--- config.mk ---
export PLATFORM = sky130hd
export DESIGN_NAME = sdram_read_arbiter_flat
export DESIGN_NICKNAME = d
export VERILOG_FILES = /design/src/rtl/npu_mem_pkg.sv /design/src/rtl/sdram_read_arbiter_if.sv /design/src/rtl/sdram_read_arbiter_rr_pick.sv /design/src/rtl/sdram_read_arbiter.sv /design/src/flat_wrapper.sv
export SDC_FILE = /design/constraint.sdc
export NUM_CORES = 1
export LEC_CHECK = 0
export ABC_CLOCK_PERIOD_IN_PS = 4300
export BUFFER_PORTS_ARGS = -buffer_cell sky130_fd_sc_hd__buf_2
export CAP_MARGIN = 20
export CORE_ASPECT_RATIO = 1.4
export CORE_MARGIN = 2
export CORE_UTILIZATION = 51
export CTS_BUF_LIST = sky130_fd_sc_hd__clkbuf_8
export DETAILED_ROUTE_END_ITERATION = 16
export PLACE_DENSITY = 0.87
export SETUP_SLACK_MARGIN = 0.2
export SKIP_LAST_GASP = 1
export SYNTH_ARGS = -nofsm -noshare
export SYNTH_HDL_FRONTEND = slang
export SYNTH_SLANG_ARGS = --single-unit
--- constraint.sdc ---
create_clock -name clk -period 4.3 [get_ports clk]
set_input_delay 0.86 -clock clk [delete_from_list [all_inputs] [get_ports clk]]
set_output_delay 0.86 -clock clk [all_outputs]
set_load 0.01 [all_outputs]
--- src/rtl/npu_mem_pkg.sv ---
// Shared memory-subsystem types: arbiter FSM states and default bus widths.
package npu_mem_pkg;

    typedef enum logic [1:0] {
        IDLE   = 2'd0,
        ISSUE  = 2'd1,
        STREAM = 2'd2
    } arb_state_e;

    localparam int DEF_ADDR_W = 32;
    localparam int DEF_DATA_W = 32;
    localparam int DEF_LEN_W  = 8;

endpackage

--- src/rtl/sdram_read_arbiter_if.sv ---
// Requester-side and SDRAM-side read channel bundle; the arbiter is the slave,
// the requesters plus the SDRAM read wrapper form the master side.
interface sdram_read_arbiter_if
    import npu_mem_pkg::*;
#(
    parameter int NUM_REQ = 3,
    parameter int ADDR_W  = DEF_ADDR_W,
    parameter int DATA_W  = DEF_DATA_W,
    parameter int LEN_W   = DEF_LEN_W
);
    logic [NUM_REQ-1:0]             req_valid;
    logic [NUM_REQ-1:0][ADDR_W-1:0] req_addr;
    logic [NUM_REQ-1:0][LEN_W-1:0]  req_len;
    logic [NUM_REQ-1:0]             req_ready;
    logic [NUM_REQ-1:0]             rsp_valid;
    logic [DATA_W-1:0]              rsp_data;
    logic                           rsp_last;
    logic                           mem_req_valid;
    logic                           mem_req_ready;
    logic [ADDR_W-1:0]              mem_req_addr;
    logic [LEN_W-1:0]               mem_req_len;
    logic                           mem_rsp_valid;
    logic [DATA_W-1:0]              mem_rsp_data;
    logic                           err_spurious;

    modport slave (
        input  req_valid, req_addr, req_len, mem_req_ready, mem_rsp_valid, mem_rsp_data,
        output req_ready, rsp_valid, rsp_data, rsp_last,
               mem_req_valid, mem_req_addr, mem_req_len, err_spurious
    );

    modport master (
        output req_valid, req_addr, req_len, mem_req_ready, mem_rsp_valid, mem_rsp_data,
        input  req_ready, rsp_valid, rsp_data, rsp_last,
               mem_req_valid, mem_req_addr, mem_req_len, err_spurious
    );
endinterface

--- src/rtl/sdram_read_arbiter_rr_pick.sv ---
// Combinational masked-priority picker: first set request at or after ptr wins.
module rr_pick #(
    parameter int  N     = 3,
    localparam int PTR_W = $clog2(N)
) (
    input  logic [N-1:0]     req,
    input  logic [PTR_W-1:0] ptr,
    output logic [N-1:0]     grant,
    output logic             any
);
    always_comb begin
        logic found;
        int   idx;
        grant = '0;
        found = 1'b0;
        idx   = 0;
        for (int i = 0; i < N; i++) begin
            idx = (int'(ptr) + i) % N;
            if (!found && req[idx]) begin
                grant[idx] = 1'b1;
                found      = 1'b1;
            end
        end
        any = |req;
    end
endmodule

--- src/rtl/sdram_read_arbiter.sv ---
// Round-robin arbiter sharing one SDRAM read channel among NUM_REQ burst requesters.
// Define SDRAM_ARB_FIXED_PRIO_EN for fixed lowest-index-wins priority instead.
module sdram_read_arbiter
    import npu_mem_pkg::*;
#(
    parameter int NUM_REQ = 3,
    parameter int ADDR_W  = DEF_ADDR_W,
    parameter int DATA_W  = DEF_DATA_W,
    parameter int LEN_W   = DEF_LEN_W
) (
    input logic               clk,
    input logic               rst_n,
    sdram_read_arbiter_if.slave bus
);
    localparam int PTR_W = $clog2(NUM_REQ);

    arb_state_e         state;
    logic [PTR_W-1:0]   rr_ptr;
    logic [PTR_W-1:0]   owner;
    logic [PTR_W-1:0]   win_idx;
    logic [PTR_W-1:0]   next_ptr;
    logic [LEN_W-1:0]   beat_cnt;
    logic [NUM_REQ-1:0] grant;
    logic               any;

    logic [ADDR_W-1:0]  cmd_addr;
    logic [LEN_W-1:0]   cmd_len;
    logic               cmd_vld;
    logic [NUM_REQ-1:0] vld_p1;
    logic [DATA_W-1:0]  rsp_data_p1;
    logic               rsp_last_p1;
    logic               err_q;

    // In fixed-priority mode rr_ptr never leaves 0, so the picker degrades to lowest-index-wins.
    rr_pick #(.N(NUM_REQ)) u_pick (
        .req   (bus.req_valid),
        .ptr   (rr_ptr),
        .grant (grant),
        .any   (any)
    );

    always_comb begin
        win_idx = '0;
        for (int i = 0; i < NUM_REQ; i++) begin
            if (grant[i]) win_idx = PTR_W'(i);
        end
    end

`ifdef SDRAM_ARB_FIXED_PRIO_EN
    assign next_ptr = '0;
`else
    assign next_ptr = (win_idx == PTR_W'(NUM_REQ - 1)) ? '0 : win_idx + PTR_W'(1);
`endif

    // Grant is gated by rst_n so every output reads 0 while reset is held.
    assign bus.req_ready     = (state == IDLE && rst_n) ? grant : '0;
    assign bus.mem_req_valid = cmd_vld;
    assign bus.mem_req_addr  = cmd_addr;
    assign bus.mem_req_len   = cmd_len;
    assign bus.rsp_valid     = vld_p1;
    assign bus.rsp_data      = rsp_data_p1;
    assign bus.rsp_last      = rsp_last_p1;
    assign bus.err_spurious  = err_q;

    always_ff @(posedge clk or negedge rst_n) begin
        if (!rst_n) begin
            state       <= IDLE;
            rr_ptr      <= '0;
            owner       <= '0;
            beat_cnt    <= '0;
            cmd_vld     <= 1'b0;
            cmd_addr    <= '0;
            cmd_len     <= '0;
            vld_p1      <= '0;
            rsp_data_p1 <= '0;
            rsp_last_p1 <= 1'b0;
            err_q       <= 1'b0;
        end else begin
            vld_p1      <= '0;
            rsp_last_p1 <= 1'b0;
            case (state)
                IDLE: begin
                    if (bus.mem_rsp_valid) err_q <= 1'b1;
                    if (any) begin
                        owner    <= win_idx;
                        cmd_addr <= bus.req_addr[win_idx];
                        cmd_len  <= bus.req_len[win_idx];
                        beat_cnt <= bus.req_len[win_idx];
                        rr_ptr   <= next_ptr;
                        cmd_vld  <= 1'b1;
                        state    <= ISSUE;
                    end
                end
                ISSUE: begin
                    if (bus.mem_rsp_valid) err_q <= 1'b1;
                    if (bus.mem_req_ready) begin
                        cmd_vld <= 1'b0;
                        state   <= STREAM;
                    end
                end
                STREAM: begin
                    // p1: returned beat registered and steered to the burst owner
                    if (bus.mem_rsp_valid) begin
                        vld_p1      <= {{(NUM_REQ-1){1'b0}}, 1'b1} << owner;
                        rsp_data_p1 <= bus.mem_rsp_data;
                        rsp_last_p1 <= (beat_cnt == '0);
                        if (beat_cnt == '0) state <= IDLE;
                        else                beat_cnt <= beat_cnt - LEN_W'(1);
                    end
                end
                default: state <= IDLE;
            endcase
        end
    end
endmodule

--- src/flat_wrapper.sv ---
// flat-port wrapper written by rule: the top's interface ports become plain ports
module sdram_read_arbiter_flat import npu_mem_pkg::*;
#(
    parameter int NUM_REQ = 3,
    parameter int ADDR_W  = DEF_ADDR_W,
    parameter int DATA_W  = DEF_DATA_W,
    parameter int LEN_W   = DEF_LEN_W
)
  (clk, rst_n, bus_req_valid, bus_req_addr, bus_req_len, bus_mem_req_ready, bus_mem_rsp_valid, bus_mem_rsp_data, bus_req_ready, bus_rsp_valid, bus_rsp_data, bus_rsp_last, bus_mem_req_valid, bus_mem_req_addr, bus_mem_req_len, bus_err_spurious);
  sdram_read_arbiter_if #(.NUM_REQ(NUM_REQ), .ADDR_W(ADDR_W), .DATA_W(DATA_W), .LEN_W(LEN_W)) bus_i ();
  input logic clk;
  input logic rst_n;
  input wire logic [$bits(bus_i.req_valid)-1:0] bus_req_valid;
  input wire logic [$bits(bus_i.req_addr)-1:0] bus_req_addr;
  input wire logic [$bits(bus_i.req_len)-1:0] bus_req_len;
  input wire logic [$bits(bus_i.mem_req_ready)-1:0] bus_mem_req_ready;
  input wire logic [$bits(bus_i.mem_rsp_valid)-1:0] bus_mem_rsp_valid;
  input wire logic [$bits(bus_i.mem_rsp_data)-1:0] bus_mem_rsp_data;
  output wire logic [$bits(bus_i.req_ready)-1:0] bus_req_ready;
  output wire logic [$bits(bus_i.rsp_valid)-1:0] bus_rsp_valid;
  output wire logic [$bits(bus_i.rsp_data)-1:0] bus_rsp_data;
  output wire logic [$bits(bus_i.rsp_last)-1:0] bus_rsp_last;
  output wire logic [$bits(bus_i.mem_req_valid)-1:0] bus_mem_req_valid;
  output wire logic [$bits(bus_i.mem_req_addr)-1:0] bus_mem_req_addr;
  output wire logic [$bits(bus_i.mem_req_len)-1:0] bus_mem_req_len;
  output wire logic [$bits(bus_i.err_spurious)-1:0] bus_err_spurious;
  assign bus_i.req_valid = bus_req_valid;
  assign bus_i.req_addr = bus_req_addr;
  assign bus_i.req_len = bus_req_len;
  assign bus_i.mem_req_ready = bus_mem_req_ready;
  assign bus_i.mem_rsp_valid = bus_mem_rsp_valid;
  assign bus_i.mem_rsp_data = bus_mem_rsp_data;
  assign bus_req_ready = bus_i.req_ready;
  assign bus_rsp_valid = bus_i.rsp_valid;
  assign bus_rsp_data = bus_i.rsp_data;
  assign bus_rsp_last = bus_i.rsp_last;
  assign bus_mem_req_valid = bus_i.mem_req_valid;
  assign bus_mem_req_addr = bus_i.mem_req_addr;
  assign bus_mem_req_len = bus_i.mem_req_len;
  assign bus_err_spurious = bus_i.err_spurious;
  sdram_read_arbiter #(.NUM_REQ(NUM_REQ), .ADDR_W(ADDR_W), .DATA_W(DATA_W), .LEN_W(LEN_W)) u_core (.clk(clk), .rst_n(rst_n), .bus(bus_i));
endmodule
# Word level (Yosys, flattened, before mapping)
# Cells that the tools add are included.
[classes]
n_addsub = 4
div = 3
n_bitwise = 2
eq_ne = 8
n_lt_le_gt_ge = 7
n_reduce_logical = 20
muxes = 44
shift = 1
[op_table]
columns = ["operator", "count"]
rows = [
  ["$ge A32 B1 Y1 const B", 3],
  ["$lt A32 B4 Y1 const B", 3],
  ["$bmux W32 S2", 1],
  ["$mod A32 B3 Y32 const B", 2],
  ["$mod A3 B3 Y32 const B", 1],
  ["$mux W32", 1],
  ["$mux W8", 4],
  ["$mux W3", 6],
  ["$bmux W8 S2", 1],
  ["$mux W1", 16],
  ["$pmux W8 S2", 1],
  ["$mux W2", 6],
  ["$logic_not A8 Y1", 1],
  ["$reduce_and A4 Y1", 2],
  ["$sub A8 B1 Y8 const B", 1],
  ["$bmux W1 S2", 3],
  ["$demux W1 S2", 3],
  ["$logic_and A1 B1 Y1", 6],
  ["$ne A2 B2 Y1 const B", 3],
  ["$or A3 B3 Y3", 2],
  ["$pmux W2 S3", 1],
  ["$reduce_and A2 Y1", 3],
  ["$eq A2 B2 Y1 const B", 2],
  ["$ne A2 B1 Y1 const B", 2],
  ["13 further kinds", 15],
]
[totals]
wordCells = 100
in_bits = 159
output_inout_bits = 81
regBits = 92

# Longest topological paths before layout
[logic_depth]
word_depth = 17
mapped_depth = 11
ltp_nobuf = 8

# Modules after synthesis
# Synthesis repeated with hierarchy kept, for this count alone.
[unflattened]
cells_unflattened = 459
hier_area_um2 = 4699.5
[modules_own_cells]
columns = ["module", "area_each_um2", "seq_area_each_um2", "instances", "cells_each"]
rows = [
  ["sdram_read_arbiter", 4424.2, 2277.2, 1, 423],
  ["rr_pick", 275.3, 0.0, 1, 36],
]

# Least setup slack after synthesis
# No wires, ideal clock.
[synth_path]
path_type = "input port to output port"
from = "in bus_req_valid[2]"
to = "out bus_req_ready[2]"
arrival_time_ns = 1.992
slack_ns = 1.448
stages = 7
required_time_ns = 3.440
cell_sequence = "mux2i_1 o21ai_2 a211oi_4 or2_4 buf_8 clkbuf_2 nor2_1"
[synth_between]
elab_chain_cells = 11
word_cells_on_any_way = 21
[synth_lines]
columns = ["element", "line_no", "source"]
rows = [
  ["start: declaration", "flat_wrapper.sv:13", "input wire logic [$bits(bus_i.req_valid)-1:0] bus_req_valid;"],
  ["$bmux W1 S2", "sdram_read_arbiter_rr_pick.sv:19", "if (!found && req[idx]) begin"],
  ["$mux W1 (implied by the code) (2 in a row)", "sdram_read_arbiter_rr_pick.sv:19", ""],
  ["$mux W1", "sdram_read_arbiter_rr_pick.sv:19", ""],
  ["$logic_not A1 Y1", "sdram_read_arbiter_rr_pick.sv:19", ""],
  ["$logic_and A1 B1 Y1", "sdram_read_arbiter_rr_pick.sv:19", ""],
  ["$mux W1", "sdram_read_arbiter_rr_pick.sv:19", ""],
  ["$logic_not A1 Y1", "sdram_read_arbiter_rr_pick.sv:19", ""],
  ["$logic_and A1 B1 Y1", "sdram_read_arbiter_rr_pick.sv:19", ""],
  ["$mux W3 (*)", "sdram_read_arbiter_rr_pick.sv:19", ""],
  ["$mux W3 (*)", "sdram_read_arbiter.sv:56", "assign bus.req_ready = (state == IDLE && rst_n) ? grant : '0;"],
  ["end: declaration", "flat_wrapper.sv:19", "output wire logic [$bits(bus_i.req_ready)-1:0] bus_req_ready;"],
]
# Mark *: on every way between the ends. The rest lies on a longest branch, timed or not. The select of a mux whose other input is x is not followed.

# Final worst setup path
[layout_path]
from = "reg u_core.rr_ptr[1]"
to = "out bus_req_ready[2]"
[layout_between]
elab_chain_cells = 12
word_cells_on_any_way = 41
[layout_lines]
columns = ["element", "line_no", "source"]
rows = [
  ["start: declaration", "sdram_read_arbiter.sv:18", "logic [PTR_W-1:0] rr_ptr;"],
  ["start signal: assignment", "sdram_read_arbiter.sv:89", "rr_ptr <= next_ptr;"],
  ["branches (longest 10 deep; another with $mod A32 B3 Y32)", "--", ""],
  ["$mux W3 (*)", "sdram_read_arbiter_rr_pick.sv:19", ""],
  ["$mux W3 (*)", "sdram_read_arbiter.sv:56", ""],
]
# Mark *: on every way between the ends. The select of a mux whose other input is x is not followed.

==> summary.txt <==
Critical path
  • Data required time of the worst path: 3.44 ns
  • Start-to-end type of the worst setup path: reg -> out
  • Worst-path cell chain: inv_1, ha_1, mux2i_1, o21ai_2, a211oi_4, or2_4, nor2_1, buf_2
  • Max FO, Critical Path: 56
  • Type of destination of the critical path: output pin
  • Beginning of the worst register-to-register path: u_core.rr_ptr[1]
  • Data arrival time of the critical path: 2.93 ns
  • Critical path launch point: u_core.rr_ptr[1]
  • CP startpoint kind: flop
  • Max stage delay on crit path: 0.55 ns
  • Cell with the biggest individual delay on the critical path: or2_4

Drt
  • Drt first-iter violations: roughly 260
  • Wirelength, routed: 13680 µm
  • DRC violations left: 0
  • Number of iterations in the first detailed-routing pass: 5
  • Post-route antenna net violation count: 0
  • Post-DR vias/cell: 5.707
  • DR WL/cell: 17.18 µm
  • Vias: 4543

Placement
  • Total instance count after detailed placement: 781
  • Global placement routability congestion: 0.8293
  • Area after detailed placement: ~0.0058 mm²
  • IO buf count: 239
  • HPWL after detailed placement: 10250 µm

Floorplanning
  • Die Wd: 84.51 µm
  • Number of top-level pins: 240
  • Die extent in y: 116.7 µm
  • Die Outline Area: about 0.01 mm²
  • Initial core utilization: 51.85%
  • Core box area: 0.008926 mm²
  • Num rows: 41

Synthesis
  • Cell type with the highest aggregate area in the netlist: dfrtp_1
  • EDFF count, synth: 0
  • Top cell type's share of synthesized area: between 40% and 50%
  • Synthesized area: 0.004628 mm²
  • Syn Inst Count: 460
  • Distinct cell type count of the synthesized netlist: 50
  • Number of warnings issued by yosys: 0
  • Async SR Flop Fraction: 100.0%
  • Largest cells by area after synthesis: dfrtp_1 49%, mux2_2 8.0%, o21ai_0 6.8%
  • Proportion of synthesized chip area in sequential cells: 49.20%
  • Net count of the mapped netlist: 624
  • Synth Register Bits: 91
  • Average cell area after synthesis: 10.06 µm²
  • Synth Flop Type: dfrtp_1

STA
  • Fin. Hold Viols: 0
  • Unrepaired setup endpoints after global routing: no
  • Total negative slack for setup checks: 0 ns
  • Post-route worst hold slack: 0.4643 ns
  • Worst clock skew: roughly 0.010 ns
  • Slew at the pin closest to its max-slew limit: approximately 0.96 ns
  • Final Setup Violations: 0
  • Timing-limited maximum frequency: about 260 MHz
  • Post-route fraction of the period consumed by the critical path: 88.04%
  • Total count of max-transition violations in the final report: 0
  • Slew HR: 35.74%
  • Clock period minus final worst setup slack: 3.786 ns

GRT
  • Remaining global-route overflow: 0
  • Maximum number of pins on one net before global-route repair: 57
  • Initial antenna violation count: 0
  • Global-route usage over all layers: 26.54%
  • Wire length of the first global-routing pass: 20680 µm
  • Number of global-route vias before repair: 4282

Clocking
  • Clock-pin slew of the registers on the worst-case setup and hold paths: 0.09 ns
  • Skew-Pair Late Insertion Delay: between 0.3 and 0.4 ns
  • CTS tree: built
  • Clock Root Buffer: clkbuf_8
  • H-tree levels: 3
  • Number of gates resized after CTS: 0
  • Sinks on Clock Net: between 90 and 100
  • Total clock buffers created by CTS: 9
  • Buffers inserted during post-CTS setup optimization: 0
  • Buffers from clock root to sink, at most: 2
  • Hold-fix buffers, CTS: 0

Finish
  • Finished Layout Cells: about 800
  • Cell area after layout: about 0.006 mm²
  • ANT cells: 0
  • Layout cell share with drive strength beyond 1: 44.41%
  • Layout-stage area growth over the synthesis result: 30.36%
  • Most common library cell in the layout ignoring fill and taps: buf_2
  • Post-layout net count: 849
  • Highest-count cells in the layout ignoring fill and taps: 238 x buf_2, 91 x dfrtp_1, 71 x nand2_1, 62 x o21ai_0, 33 x mux2_2

Job
  • Max-capacitance violation count: 0

Power and ir drop
  • Worst IR Drop VDD: 0.3603 mV
  • Static leakage: 3.080 nW
  • Power density relative to cell area: 729.5 mW/mm²
  • PnR Total Power: 4.401 mW

Status
  • Run status: finished clean

Worst hold path
  • Class of the most critical hold timing path: reg -> reg
  • Min-Delay Startpoint: u_core.bus.err_spurious
-- area by class of cell --
type,instances,area [µm²]
fillers,766,2893
flip-flops and latches,91,2277
multi-input cells,332,2143
repair buffers,245,1244
clock buffers,13,178.9
well taps,107,133.9
clock inverters,2,33.78
inverters,6,22.52
-- worst max-delay path, delay by kind of cell, from the launching register on --
kind | cells | cell delay, ns
DFF | 1 | 0.44
muxes | 1 | 0.26
AOI/OAI and AO/OA | 2 | 0.56
buffers and inverters | 2 | 0.29
adders and majority gates | 1 | 0.39
and+or+nand+nor | 2 | 0.62
-- per-layer routing --
metal	vias up	global-route usage (%)	share of wire, %
met5	-	0	0
met4	0	11.75	2.2
met3	29	4.452	7.6
met2	240	46.25	52
met1	2167	32.52	39
li1	2107	-	-
-- per-stage QoR --
| step | utilization (%) | setup slack (ns) |
|---|---|---|
| floorplan | - | 1.448 |
| global placement | 65.21 | 1.008 |
| detailed placement | 65.21 | 0.9481 |
| CTS | 67.59 | 0.5420 |
| global route | 67.59 | 0.3471 |
| finish | 67.59 | 0.5144 |
-- registers in the layout (all words and copies together) (netlist names) --
name	cells
u_core.state	2
u_core.bus.mem_req_addr	32
u_core.owner	1
u_core.bus.mem_req_valid	1
u_core.bus.rsp_data	32
u_core.rr_ptr	2
u_core.bus.rsp_valid	3
u_core.bus.rsp_last	1
u_core.bus.mem_req_len	8
u_core.beat_cnt	8
u_core.bus.err_spurious	1
-- report_power, final --
group | switching (mW) | internal, mW
clock network | 0.283 | 0.327
registers | 0.248 | 1.27
logic | 1.27 | 0.998
-- cells by family after synthesis --
group / count (synthesis) / share of synthesized area, %
and+or+nand+nor: 154 / 16.00
AOI/OAI and AO/OA: 136 / 19.87
DFF: 91 / 49.20
buffers and inverters: 37 / 4.677
muxes: 37 / 8.894
adders and majority gates: 5 / 1.352
-- final timing paths --
check	endpoint	slack [ns]	depth (start not counted)
worst min-delay path	u_core.bus.err_spurious	0.46	1
min in group asynchronous	u_core.bus.rsp_data[31]	0.48	1
worst max register to register	u_core.bus.mem_req_addr[9]	1.17	8
worst max-delay path	bus_req_ready[2]	0.51	8
max in group asynchronous	u_core.bus.mem_req_addr[23]	2.77	2
worst min register to register	u_core.bus.err_spurious	0.46	1
-- cell usage after synthesis, drive strengths merged (6+ instances only) --
| cell | number |
|---|---|
| mux2 | 33 |
| a31oi | 7 |
| and3 | 15 |
| o21ai | 76 |
| nand2 | 71 |
| clkbuf | 13 |
| a21o | 8 |
| nand3 | 18 |
| nor3 | 10 |
| dfrtp | 91 |
| buf | 18 |
| nor2 | 18 |
| a221o | 25 |
| inv | 6 |
(Power assumes the default switching activity.)
